### config.mk
export PLATFORM = sky130hd
export DESIGN_NAME = sr_cfg_arbiter
export DESIGN_NICKNAME = d
export VERILOG_FILES = /design/src/rtl/sr_cfg_pkg.sv /design/src/rtl/sr_serializer.sv /design/src/rtl/sr_cfg_arbiter.sv
export SDC_FILE = /design/constraint.sdc
export NUM_CORES = 1
export LEC_CHECK = 0
export BUFFER_PORTS_ARGS = -buffer_cell sky130_fd_sc_hd__buf_2
export CORE_AREA = 5 5 267 269
export CTS_BUF_LIST = sky130_fd_sc_hd__clkbuf_4 sky130_fd_sc_hd__clkbuf_8
export DETAILED_ROUTE_END_ITERATION = 10
export DIE_AREA = 0 0 272 274
export PLACE_DENSITY_LB_ADDON = 0.05
export RECOVER_POWER = 100
export REMOVE_ABC_BUFFERS = 1
export SYNTH_ARGS = -nofsm -noshare
export SYNTH_HDL_FRONTEND = slang
export SYNTH_HIERARCHICAL = 1
export SYNTH_SLANG_ARGS = --single-unit
### constraint.sdc
create_clock -name clk -period 6.6 [get_ports clk]
set_input_delay 1.32 -clock clk [delete_from_list [all_inputs] [get_ports clk]]
set_output_delay 1.32 -clock clk [all_outputs]
set_load 0.02 [all_outputs]
### src/rtl/sr_cfg_pkg.sv
// sr_cfg_pkg: shared FSM encodings and default geometry for the shift-register config arbiter
package sr_cfg_pkg;
  localparam int DEF_DATA_WIDTH = 170;
  localparam int DEF_N_REQ = 4;
  localparam logic [5:0] ST_IDLE  = 6'b000001;
  localparam logic [5:0] ST_GRANT = 6'b000010;
  localparam logic [5:0] ST_SHIFT = 6'b000100;
  localparam logic [5:0] ST_LOAD  = 6'b001000;
  localparam logic [5:0] ST_GAP   = 6'b010000;
  localparam logic [5:0] ST_DONE  = 6'b100000;
endpackage

### src/rtl/sr_serializer.sv
// sr_serializer: shadow word register shifted out LSB first, with a count of bits shifted
// ports: clk/rst (async, active-high); load captures word and clears the count;
// shift drops one bit and counts it; bit_out is the next bit to send;
// last is high once DATA_WIDTH bits have been shifted.
module sr_serializer
  import sr_cfg_pkg::*;
#(
  parameter int DATA_WIDTH = DEF_DATA_WIDTH,
  parameter int CNT_WIDTH = 8
) (
  input  logic                  clk,
  input  logic                  rst,
  input  logic                  load,
  input  logic                  shift,
  input  logic [DATA_WIDTH-1:0] word,
  output logic                  bit_out,
  output logic                  last
);
  logic [DATA_WIDTH-1:0] shadow_q, shadow_d;
  logic [CNT_WIDTH-1:0] count_q, count_d;
  always_comb begin
    shadow_d = load ? word : shift ? shadow_q >> 1 : shadow_q;
    count_d = load ? '0 : shift ? count_q + 1'b1 : count_q;
  end
  always_ff @(posedge clk or posedge rst) begin
    if (rst) begin
      shadow_q <= '0;
      count_q <= '0;
    end else begin
      shadow_q <= shadow_d;
      count_q <= count_d;
    end
  end
  assign bit_out = shadow_q[0];
  assign last = count_q == CNT_WIDTH'(DATA_WIDTH);
endmodule

### src/rtl/sr_cfg_arbiter.sv
// sr_cfg_arbiter: round-robin arbiter that serializes one requester's word into its config chain
// ports: clk/rst (async, active-high); req level requests; din_flat packed words;
// abort cancels an active transfer; gnt/done one-cycle one-hot pulses; busy outside IDLE;
// sr_sel/sr_din/sr_clk_en/sr_load drive the selected chain. All outputs are flops.
module sr_cfg_arbiter
  import sr_cfg_pkg::*;
#(
  parameter int DATA_WIDTH = DEF_DATA_WIDTH,
  parameter int N_REQ = DEF_N_REQ,
  parameter int CNT_WIDTH = 8,
  parameter int GAP_CYCLES = 2
) (
  input  logic                        clk,
  input  logic                        rst,
  input  logic [N_REQ-1:0]            req,
  input  logic [N_REQ*DATA_WIDTH-1:0] din_flat,
  input  logic                        abort,
  output logic [N_REQ-1:0]            gnt,
  output logic [N_REQ-1:0]            done,
  output logic                        busy,
  output logic [N_REQ-1:0]            sr_sel,
  output logic                        sr_din,
  output logic                        sr_clk_en,
  output logic                        sr_load
);
  localparam int PW = $clog2(N_REQ);
  logic [5:0] state_q, state_d;
  logic [PW-1:0] ptr_q, ptr_d, win, cand;
  logic [3:0] gap_q, gap_d;
  logic [N_REQ-1:0] gnt_q, gnt_d, done_q, done_d, sel_q, sel_d, win_oh;
  logic busy_q, busy_d, din_q, din_d, clk_en_q, clk_en_d, load_q, load_d;
  logic grant, ser_bit, ser_last, gap_end;
  // descending scan so the requester closest to ptr is the last (winning) assignment
  always_comb begin
    win = ptr_q;
    cand = ptr_q;
    for (int j = N_REQ - 1; j >= 0; j--) begin
      cand = PW'((int'(ptr_q) + j) % N_REQ);
      if (req[cand]) win = cand;
    end
  end
  assign win_oh = N_REQ'(1) << win;
  assign gap_end = gap_q == 4'(GAP_CYCLES - 1);
  // abort only matters in the transfer states; IDLE and DONE are resolved before it
  always_comb begin
    state_d = state_q == ST_IDLE  ? (|req ? ST_GRANT : ST_IDLE)
            : state_q == ST_DONE  ? ST_IDLE
            : abort               ? ST_IDLE
            : state_q == ST_GRANT ? ST_SHIFT
            : state_q == ST_SHIFT ? (ser_last ? ST_LOAD : ST_SHIFT)
            : state_q == ST_LOAD  ? ST_GAP
            : state_q == ST_GAP   ? (gap_end ? ST_DONE : ST_GAP)
            : ST_IDLE;
    grant = state_d == ST_GRANT;
    ptr_d = grant ? PW'((int'(win) + 1) % N_REQ) : ptr_q;
    gap_d = state_q == ST_GAP ? gap_q + 4'd1 : 4'd0;
    gnt_d = grant ? win_oh : '0;
    sel_d = state_d == ST_IDLE ? '0 : grant ? win_oh : sel_q;
    done_d = state_d == ST_DONE ? sel_q : '0;
    busy_d = state_d != ST_IDLE;
    din_d = state_d == ST_SHIFT && ser_bit;
    clk_en_d = state_d == ST_SHIFT || state_d == ST_LOAD;
    load_d = state_d == ST_LOAD;
  end
  sr_serializer #(.DATA_WIDTH(DATA_WIDTH), .CNT_WIDTH(CNT_WIDTH)) u_ser (
    .clk    (clk),
    .rst    (rst),
    .load   (grant),
    .shift  (state_d == ST_SHIFT),
    .word   (din_flat[int'(win)*DATA_WIDTH +: DATA_WIDTH]),
    .bit_out(ser_bit),
    .last   (ser_last)
  );
  always_ff @(posedge clk or posedge rst) begin
    if (rst) begin
      state_q <= ST_IDLE;
      ptr_q <= '0;
      gap_q <= '0;
      gnt_q <= '0;
      done_q <= '0;
      sel_q <= '0;
      busy_q <= 1'b0;
      din_q <= 1'b0;
      clk_en_q <= 1'b0;
      load_q <= 1'b0;
    end else begin
      state_q <= state_d;
      ptr_q <= ptr_d;
      gap_q <= gap_d;
      gnt_q <= gnt_d;
      done_q <= done_d;
      sel_q <= sel_d;
      busy_q <= busy_d;
      din_q <= din_d;
      clk_en_q <= clk_en_d;
      load_q <= load_d;
    end
  end
  assign gnt = gnt_q;
  assign done = done_q;
  assign busy = busy_q;
  assign sr_sel = sel_q;
  assign sr_din = din_q;
  assign sr_clk_en = clk_en_q;
  assign sr_load = load_q;
endmodule

==> summary by stage <==
Logic synthesis
The synthesized area divided by synthesized cell count is 7.69 µm². During synthesis, Yosys emitted a total of 6 warnings. In the synthesized netlist, the number of instances is 1852. In the post-synthesis netlist, the cell with the most instances is sky130_fd_sc_hd__nand2_1. The flip-flop cell with the highest count after synthesis is sky130_fd_sc_hd__dfrtp_1. By area the synthesized netlist is led by sky130_fd_sc_hd__dfrtp_1 (36%), sky130_fd_sc_hd__nand2_1 (18%), sky130_fd_sc_hd__mux2i_1 (12%).

The share of synthesized area in the top cell type comes to 0.360. The largest total area in the synthesized netlist belongs to sky130_fd_sc_hd__dfrtp_1. The register bit count reported by yosys is 206. The commonest cells after synthesis are sky130_fd_sc_hd__nand2_1 (685), sky130_fd_sc_hd__dfrtp_1 (205), sky130_fd_sc_hd__a21oi_1 (177). The netlist area before placement is 14200 µm². The share of flip-flops with an asynchronous set or reset is 1.00. The share of the Yosys chip area taken by registers is 0.362.

The number of different library cells used by synthesis comes to 43. The count of flip-flops with a built-in enable after synthesis is 0.

Power and ir drop
Of the total power, registers draw 0.285. For this design the total switching power over the nets is 3560 µW. The internal power contribution is 4190 µW. For this design the static power due to leakage is 0.00871 µW. Power spread over the standard cell area amounts to 404 nW/µm². Across the VDD grid, the largest voltage drop is 345 µV.

The switching power share of the total is 0.459. The clock group share of total power is 0.188. The part of the power in combinational logic is 0.527.

Timing
The slew at the pin closest to its max-slew limit is 2.71 ns. Setup repair after global routing left no endpoint under its margin. In this run the tightest slew margin relative to its limit is -0.815. Setup violations remaining at the end of the flow were counted as 0. The number of failing hold endpoints at the final stage was 0. The post-route setup TNS is 0 ns. The clock period minus final worst setup slack is 4.54 ns. The final-layout worst hold slack is 0.498 ns. The largest clock skew in the final design is 0.0332 ns. The top achievable clock speed is 220 MHz.

The share of the clock period used by the worst path is 0.688. The count of pins over their slew limit is 202.

Critical path
Of all nets on the critical path, the largest fanout is 150. The cell repeated most along the worst path is sky130_fd_sc_hd__a21oi_1. Walking the worst path, the cells encountered are clkbuf_1, nor2b_1, a21oi_1, o221ai_1, buf_12, a21oi_1, a32oi_1, nand2_1, o21ai_0. The worst setup path is captured at a flop.

The data arrival at the endpoint of the critical path is 5.04 ns. At the worst endpoint, the required time is 7.09 ns. The delay of the slowest cell on the worst path is 1.68 ns. The type of origin of the critical path is an input pin. The cell with the largest stage delay on the worst path is sky130_fd_sc_hd__o221ai_1. The worst setup path is of the input pin to flop kind.

Global route
For this run the aggregate overflow at the end of global routing stands at 0. The first global-routing pass estimated 93600 µm of wire. For this run, the total global-route usage over all layers was measured as 0.158.

The largest net degree at the start of global routing is 194. The initial antenna violation count is 30. The via count of the first global-routing pass is 16017.

Route
The number of iterations in the first detailed-routing pass is 5. The detail route stage leaves a number of antenna-violating nets equal to 0. In the routed layout, each cell is associated on average with a via count of 4.68. The final routed wire length divided by cell count is 18.8 µm. After detailed routing, the number of remaining DRC violations is 0.

For this block, the initial DRC count from the detailed router was 775. The total vias in the final route is 15810. The overall routed net length is 63400 µm.

Clock tree
The cell at the root of the clock tree is sky130_fd_sc_hd__clkbuf_8. The number of buffers on the longest clock path is 3. The number of H-tree branching levels is 2.

The number of buffers inserted by hold repair at cts is 0. The number of post-CTS setup repair buffers is 0. The number of buffers created by CTS is 45.

The clock sink count is 206. The clock reaches the later pin of the worst-skew pair after 0.58 ns. After clock tree synthesis, the clock-pin slew on the worst setup and hold paths is 0.05 ns. The number of gates resized after CTS is 0. TritonCTS built the clock tree.

Floorplanning
The total core area is 68300 µm². The placement row count is 96. The height of the die is 274 µm. The chip width is 272 µm.

The initial core utilization is 0.208. The number of top-level design ports is 703. The die covers 74500 µm².

Hold path
The worst hold path class is flop to flop.

Place
Buffers placed on the I/O ports in this run total 702. Routability-driven placement finished with a final weighted congestion of 0.855. The detailed placement HPWL is 47700 µm.

Outcome
The final reports fail on max-capacitance violations, max-slew violations. The flow ran to the end, but the final reports show violations.

Run
The max capacitance violation total is 5.

Finish
At the end of the flow, the number of nets in the layout was 3143. The count of fill cells added during filler insertion is 7615. Compared with the post-synthesis result, the final layout area differs by 34.6%. In the final layout, the share of cells above drive strength 1 is 0.316.
## final timing paths
kind / start / endpoint / slack, ns / depth (start not counted)
worst min register to register: sr_sel[0] / sr_sel[0] / 0.50 / 1
worst max register to register: u_ser/count_q[0] / u_ser/shadow_q[20] / 2.31 / 9
worst max-delay path: req[2] / u_ser/shadow_q[155] / 2.06 / 9
min in group asynchronous: rst / ptr_q[0] / 1.29 / 3
max in group asynchronous: rst / u_ser/shadow_q[51] / 2.32 / 3
worst min-delay path: sr_sel[0] / sr_sel[0] / 0.50 / 1
## routing by layer
layer	wire length, µm	GRT usage
met1	25400	0.188
met2	32200	0.279
met3	4280	0.0457
met4	1290	0.0414
met5	170	0
## layout make-up
class / instances / area, µm² / share of cell area
Clock inverter: 8 / 50.0 / 0.00261
Sequential cell: 206 / 5160 / 0.269
Multi-Input combinational cell: 1465 / 8150 / 0.425
Clock buffer: 69 / 881 / 0.0459
Inverter: 10 / 46.3 / 0.00241
Tap cell: 882 / 1100 / 0.0576
Timing Repair Buffer: 720 / 3740 / 0.195
Antenna cell: 19 / 47.5 / 0.00248
## per-stage QoR
| step | cells | setup slack, ns | instance area (µm²) | power, µW | utilization |
|---|---|---|---|---|---|
| 6_report | 3379 | 2.06 | 19200 | 7740 | 0.281 |
| 5_1_grt | 3371 | 1.42 | 19200 | 8550 | 0.280 |
| 3_3_place_gp | 3283 | 2.43 | 18300 | 6380 | 0.267 |
| 3_5_place_dp | 3283 | 2.42 | 18300 | 6440 | 0.267 |
| 4_1_cts | 3360 | 3.09 | 19200 | 7980 | 0.281 |
| 2_1_floorplan | 1681 | -6.94 | 13400 | 5600 | - |
## power by group through the flow
| stage | Clock [µW] | Combinational (µW) | Sequential (µW) |
|---|---|---|---|
| final | 1460 | 4080 | 2210 |
| after detailed placement | 0 | 4200 | 2240 |
| after global placement | 0 | 4150 | 2240 |
| after CTS | 1540 | 4220 | 2220 |
| after global routing | 1600 | 4660 | 2280 |
| after floorplan | 0 | 3470 | 2130 |
## layout by cell type, fill, tap and decap left out, types with 3 or more instances in the layout
| cell | n |
|---|---|
| sky130_fd_sc_hd__a21o_1 | 4 |
| sky130_fd_sc_hd__a21oi_1 | 177 |
| sky130_fd_sc_hd__a32oi_1 | 170 |
| sky130_fd_sc_hd__and2_0 | 8 |
| sky130_fd_sc_hd__buf_12 | 10 |
| sky130_fd_sc_hd__buf_2 | 682 |
| sky130_fd_sc_hd__buf_4 | 4 |
| sky130_fd_sc_hd__clkbuf_1 | 22 |
| sky130_fd_sc_hd__clkbuf_4 | 11 |
| sky130_fd_sc_hd__clkbuf_8 | 58 |
| sky130_fd_sc_hd__clkinv_2 | 6 |
| sky130_fd_sc_hd__dfrtp_1 | 205 |
| sky130_fd_sc_hd__diode_2 | 19 |
| sky130_fd_sc_hd__ha_1 | 8 |
| sky130_fd_sc_hd__inv_1 | 8 |
| sky130_fd_sc_hd__mux2i_1 | 169 |
| sky130_fd_sc_hd__nand2_1 | 685 |
| sky130_fd_sc_hd__nand2b_1 | 4 |
| sky130_fd_sc_hd__nand3_1 | 3 |
| sky130_fd_sc_hd__nand4_1 | 3 |
| sky130_fd_sc_hd__nor2_1 | 19 |
| sky130_fd_sc_hd__nor4_1 | 3 |
| sky130_fd_sc_hd__o21ai_0 | 176 |
| sky130_fd_sc_hd__or3_1 | 3 |
| sky130_fd_sc_hd__xnor2_1 | 3 |
| sky130_fd_sc_hd__xor2_1 | 5 |
## state kept, by name, summed over array words and instances (netlist names)
register,count
sr_din,1
gap_q,4
state_q,6
sr_load,1
sr_clk_en,1
sr_sel,4
gnt,4
busy,1
done,4
ptr_q,2
u_ser/count_q,8
u_ser/shadow_q,170
## worst max-delay path: cells and delay by family
family / cells / cell delay [ns]
AO/OA/AOI/OAI: 5 / 2.38
buffers and inverters: 2 / 0.67
AND/OR/NAND/NOR: 2 / 0.41
## logic make-up (layout without fill, tap and decap cells)
kind of cell,after synthesis,after routing,synth area share
other cells,0,19,0
simple gates,743,743,0.204
fa+ha+maj,8,8,0.00703
compound gates,537,537,0.238
flops,206,206,0.362
buf+inv,181,807,0.0651
xor+xnor,8,8,0.00492
mux,169,169,0.119
Power figures use the tool's default switching activity.
